===== config.mk =====
export PLATFORM = sky130hd
export DESIGN_NAME = timer_set_datapath
export DESIGN_NICKNAME = d
export VERILOG_FILES = /design/src/rtl/timer_set_datapath.sv
export SDC_FILE = /design/constraint.sdc
export NUM_CORES = 1
export LEC_CHECK = 0
export BUFFER_PORTS_ARGS = -buffer_cell sky130_fd_sc_hd__buf_4
export CAP_MARGIN = 30
export CORE_MARGIN = 3
export CORE_UTILIZATION = 55
export CTS_BUF_LIST = sky130_fd_sc_hd__clkbuf_2
export DETAILED_ROUTE_END_ITERATION = 8
export PLACE_DENSITY = 0.84
export SYNTH_ARGS = -nofsm -noshare
export SYNTH_HDL_FRONTEND = slang
export SYNTH_SLANG_ARGS = --single-unit

===== constraint.sdc =====
create_clock -name clk -period 3 [get_ports clk]
set_input_delay 0.15 -clock clk [delete_from_list [all_inputs] [get_ports clk]]
set_output_delay 0.15 -clock clk [all_outputs]
set_load 0.02 [all_outputs]

===== src/rtl/timer_set_datapath.sv =====
// Timer-set datapath: MM:SS keypad entry, A/B/R time registers, BCD countdown,
// display latch and the registered status bits k7/t for the sequencer.
module timer_set_datapath #(
    parameter int TICK_DIV = 0
) (
    input  logic        clk,
    input  logic        rst_n,
    input  logic        tick,
    input  logic        key_valid,
    input  logic [3:0]  key_code,
    input  logic        Kc,
    input  logic        La,
    input  logic        Lb,
    input  logic        Ea,
    input  logic        Lr,
    input  logic        Er,
    input  logic [1:0]  s,
    output logic        k7,
    output logic        t,
    output logic [15:0] disp
);

    localparam logic [3:0] KEY_CONFIRM = 4'hE;

    logic [15:0] ent;
    logic [2:0]  cnt;
    logic [15:0] a;
    logic [15:0] b;
    logic [15:0] r;
    logic [15:0] bus;
    logic        tick_sel;
    logic        dec_en;

    // One-second BCD decrement of MM:SS; zero holds, seconds wrap 00 -> 59.
    function automatic logic [15:0] bcd_dec(input logic [15:0] v);
        logic [3:0] m1, m0, s1, s0;
        {m1, m0, s1, s0} = v;
        if (v == 16'h0000) begin
            return 16'h0000;
        end
        if (s0 != 4'd0) begin
            s0 = s0 - 4'd1;
        end else if (s1 != 4'd0) begin
            s0 = 4'd9;
            s1 = s1 - 4'd1;
        end else begin
            s0 = 4'd9;
            s1 = 4'd5;
            if (m0 != 4'd0) begin
                m0 = m0 - 4'd1;
            end else begin
                m0 = 4'd9;
                m1 = m1 - 4'd1;
            end
        end
        return {m1, m0, s1, s0};
    endfunction

    // Entry is acceptable once four digits are in and the seconds tens digit is 0..5.
    function automatic logic entry_ok(input logic [15:0] e, input logic [2:0] n);
        return (n == 3'd4) && (e[7:4] <= 4'd5);
    endfunction

    generate
        if (TICK_DIV > 0) begin : g_div
            localparam int DIV_W = (TICK_DIV > 1) ? $clog2(TICK_DIV) : 1;
            logic [DIV_W-1:0] div_cnt;
            logic             tick_unused;

            assign tick_unused = tick;
            assign tick_sel    = (div_cnt == DIV_W'(TICK_DIV - 1));

            // Free-running divider: strobe on every TICK_DIV-th cycle after reset release.
            always_ff @(posedge clk) begin
                if (!rst_n) begin
                    div_cnt <= '0;
                end else if (tick_sel) begin
                    div_cnt <= '0;
                end else begin
                    div_cnt <= div_cnt + 1'b1;
                end
            end
        end else begin : g_ext
            assign tick_sel = tick;
        end
    endgenerate

    // Shared bus feeding every load: ENT, B, A or zero.
    always_comb begin
        bus = 16'h0000;
        unique case (s)
            2'b00: bus = ent;
            2'b01: bus = b;
            2'b10: bus = a;
            2'b11: bus = 16'h0000;
        endcase
    end

    // A load takes priority over counting, so a tick in a load cycle is lost.
    assign dec_en = Ea && tick_sel && !La && (a != 16'h0000);

    // Keypad entry shift register, digit count and confirm status; Kc beats any key.
    always_ff @(posedge clk) begin
        if (!rst_n) begin
            ent <= 16'h0000;
            cnt <= 3'd0;
            k7  <= 1'b0;
        end else if (Kc) begin
            ent <= 16'h0000;
            cnt <= 3'd0;
            k7  <= 1'b0;
        end else if (key_valid) begin
            if ((key_code <= 4'd9) && (cnt != 3'd4)) begin
                ent <= {ent[11:0], key_code};
                cnt <= cnt + 3'd1;
            end else if ((key_code == KEY_CONFIRM) && entry_ok(ent, cnt)) begin
                k7 <= 1'b1;
            end
        end
    end

    // Countdown register A: bus load or one BCD decrement per qualifying tick.
    always_ff @(posedge clk) begin
        if (!rst_n) begin
            a <= 16'h0000;
        end else if (La) begin
            a <= bus;
        end else if (dec_en) begin
            a <= bcd_dec(a);
        end
    end

    // Expiry flag: set only when counting reaches zero; La/Kc clear and win ties.
    always_ff @(posedge clk) begin
        if (!rst_n) begin
            t <= 1'b0;
        end else if (La || Kc) begin
            t <= 1'b0;
        end else if (dec_en && (a == 16'h0001)) begin
            t <= 1'b1;
        end
    end

    // B and R bus loads plus the display latch, which copies R as it was before the edge.
    always_ff @(posedge clk) begin
        if (!rst_n) begin
            b    <= 16'h0000;
            r    <= 16'h0000;
            disp <= 16'h0000;
        end else begin
            if (Lb) begin
                b <= bus;
            end
            if (Lr) begin
                r <= bus;
            end
            if (Er) begin
                disp <= r;
            end
        end
    end

endmodule


==> results.yml <==
status:
  outcome: "complete, no violations"
pwr:
  power_switching_mw: 0.670
  internal_power_mw: 1.62
  leakagePower_nw: 1.79
  peakVddDrop_mv: 0.236
  combPwrFrac: 0.167
  seq_power_share: 0.542
  switching_share: 0.293
  cellPowerDensity_nw_per_um2: 510
  power_frac_clock: 0.291
final_layout:
  syn_to_final_growth_pct: 11.8
  drive_gt1_frac: 0.127
  num_antenna_cells: 0
  nNetsFinal: 493
  final_area_sq_um: 4490
drt:
  wire_per_inst_um: 15.6
  vias_per_cell: 5.93
  drt_iter0_drc: 338
  post-route-drc-count: 0
  dr_total_vias: 3367
  dr.pass1.iters: 5
  routed_wirelength_um: 8880
  postRouteAntennaNets: 0
timing:
  setup_viol: 0
  layout_min_cycle_time_ns: 2.34
  rsz0062_at_grt: "false"
  period_share: 0.780
  skew_ns: 0.0213
  max_freq_mhz: 427
  slew_violations: 0
  final.setup.tns_ns: 0
  relSlewSlack: 0.500
  hold_violations: 0
  tightest_slew_ns: 0.741
synth:
  syn_inst: 445
  syn_area_sq_um: 4020
  ys.flop_type: "dfxtp_1"
  yosys.area.top_type: "dfxtp_1"
  synth_warnings: 0
  synth.top_cells.by_area: "dfxtp_1, mux2i_1, nor2_1"
  synth.distinct_cells: 53
  synth_top_area_frac: 0.423
  syn_area_per_cell_sq_um: 9.03
  synthArstFlopShare: 0
  ys_ff_latch: 85
  synth-seq-area-share: 0.423
  synth_edf_count: 0
  synth_nets: 470
clocking:
  clkTransAtPathRegs_ns: 0.22
  cts_tree: "built"
  cts_sinks: 85
  insertion_delay_ns: 0.54
  ctsResizeCount: 0
  cts_hold_buffers: 9
  cts-buffers-inserted: 9
  htreeDepth: 3
  cts_setup_buffers: 0
  clock_path_buffers: 2
  cts_root_buf: "clkbuf_2"
floorplan:
  fp.coreArea_sq_um: 6940
  rows: 30
  die_w_um: 91.5
  dieArea_sq_um: 8370
  initial_core_util: 0.579
  die_height_um: 91.5
  boundaryPins: 34
worst_setup_path:
  crit_type: "reg2reg"
  crit_path_start_kind: "flop"
  endpoint_kind: "flop"
  r2r_start: "a[0]"
  worstPathRequired_ns: 3.46
  startpoint: "a[0]"
  crit_path_max_fanout: 8
  worstPathArrival_ns: 2.80
min_path:
  hold_path.startpoint: "tick"
  hp-class: "in2reg"
global_routing:
  grt_pass1_wl_um: 14700
  antenna_found_initial: 0
  grt_pass1_vias: 3018
  overflow: 0
  grt_max_degree: 57
  gr-usage-all-layers: 0.218
placed_design:
  gp_congestion: 0.902
  io_buffer_count: 33
  placed_cell_area_sq_um: 4270
  dpl.hpwl_um: 6120
job:
  maxCapViolCount: 0
metal layers:
metal	up-vias	GRT usage	routed length [um]
li1	1659	-	-
met1	1566	0.299	4050
met2	125	0.334	4040
met3	17	0.0431	554
met4	0	0.0879	242
met5	-	0	0
cell type report:
class / instances / area (sq um)
Multi-Input combinational cell: 312 / 2120
Clock buffer: 9 / 45.0
Clock inverter: 6 / 87.6
Inverter: 15 / 56.3
Sequential cell: 85 / 1700
Fill cell: 574 / 2450
Timing Repair Buffer: 45 / 360
Tap cell: 96 / 120
layout by cell type (no fill, tap or decap), types with 2 or more instances in the layout:
cell,count
o21ba_2,2
nand2_1,10
o2bb2ai_1,15
clkinvlp_4,2
a22oi_1,5
inv_1,15
nand3_1,3
or3_1,2
or2_1,2
a21oi_1,28
bufinv_16,2
clkbuf_2,9
nand4_1,3
nand4bb_1,2
and4_1,2
nor3b_1,3
ha_1,9
dlygate4sd3_1,9
o31ai_1,6
o22ai_1,2
nor2_1,85
a311oi_1,5
xnor2_1,2
mux2i_1,50
nor3b_2,3
nor3_1,7
a211oi_1,36
o211ai_1,2
dfxtp_1,85
buf_4,36
o21ai_0,6
path summary, 6_finish.rpt:
check	to	slack [ns]	cells after the start
setup / recovery	a[8]	0.66	6
hold / removal	a[3]	0.04	4
setup reg to reg	a[8]	0.66	6
hold reg to reg	t	0.49	2
synthesized netlist by cell type, types with 2 or more instances:
master / count
nand4bb_1: 2
o21ai_0: 6
nand4_1: 3
nor3_1: 7
clkbuf_1: 24
nand3_1: 3
a21oi_1: 28
a311oi_1: 5
xnor2_1: 2
ha_1: 9
o22ai_1: 2
a211oi_1: 36
o31ai_1: 6
nor3b_1: 3
dfxtp_1: 85
or3_1: 2
inv_1: 15
or2_1: 2
mux2i_1: 50
o21ba_2: 2
nand2_1: 10
o211ai_1: 2
o2bb2ai_1: 15
nor2_1: 85
a22oi_1: 5
buf_2: 6
nor3b_2: 3
and4_1: 2
power by group through the flow:
stage | sequential, mW | combinational [mW] | clock [mW]
3_3_place_gp | 1.26 | 0.357 | 0
5_1_grt | 1.25 | 0.423 | 0.720
6_report | 1.24 | 0.383 | 0.666
4_1_cts | 1.24 | 0.378 | 0.674
2_1_floorplan | 1.25 | 0.289 | 0
3_5_place_dp | 1.26 | 0.368 | 0
critical path, stage by stage (launching register included):
cell and delay [ns]:
dfxtp_1 0.52, inv_1 0.10, ha_1 0.25, nor3b_2 0.21, a41oi_1 0.66, o21ai_0 0.21, a311oi_1 0.32
per-stage QoR:
stage                     utilization  setup WS, ns  std cells  power, mW  hold slack (ns)
after global routing            0.647         0.431        568       2.39          0.00711
after floorplan                     -          1.17        445       1.54            0.294
after detailed placement        0.615         0.692        544       1.63            0.407
final                           0.647         0.659        568       2.29           0.0354
after CTS                       0.647         0.627        568       2.29          0.00121
after global placement          0.615         0.858        544       1.62            0.398
sequential cells by signal, indices dropped and copies added (netlist names):
register / cells
cnt: 3
r: 16
b: 16
t: 1
k7: 1
disp: 16
a: 16
ent: 16
logic make-up (layout without fill, tap and decap cells):
group	count (synthesis)	after routing	share of synthesized area
simple gates	134	134	0.159
compound gates	115	115	0.206
flops	85	85	0.423
mux	51	51	0.127
buf+inv	48	75	0.0489
fa+ha+maj	9	9	0.0280
xor+xnor	3	3	0.00654
Note: power is estimated with default switching activity, not from simulation.
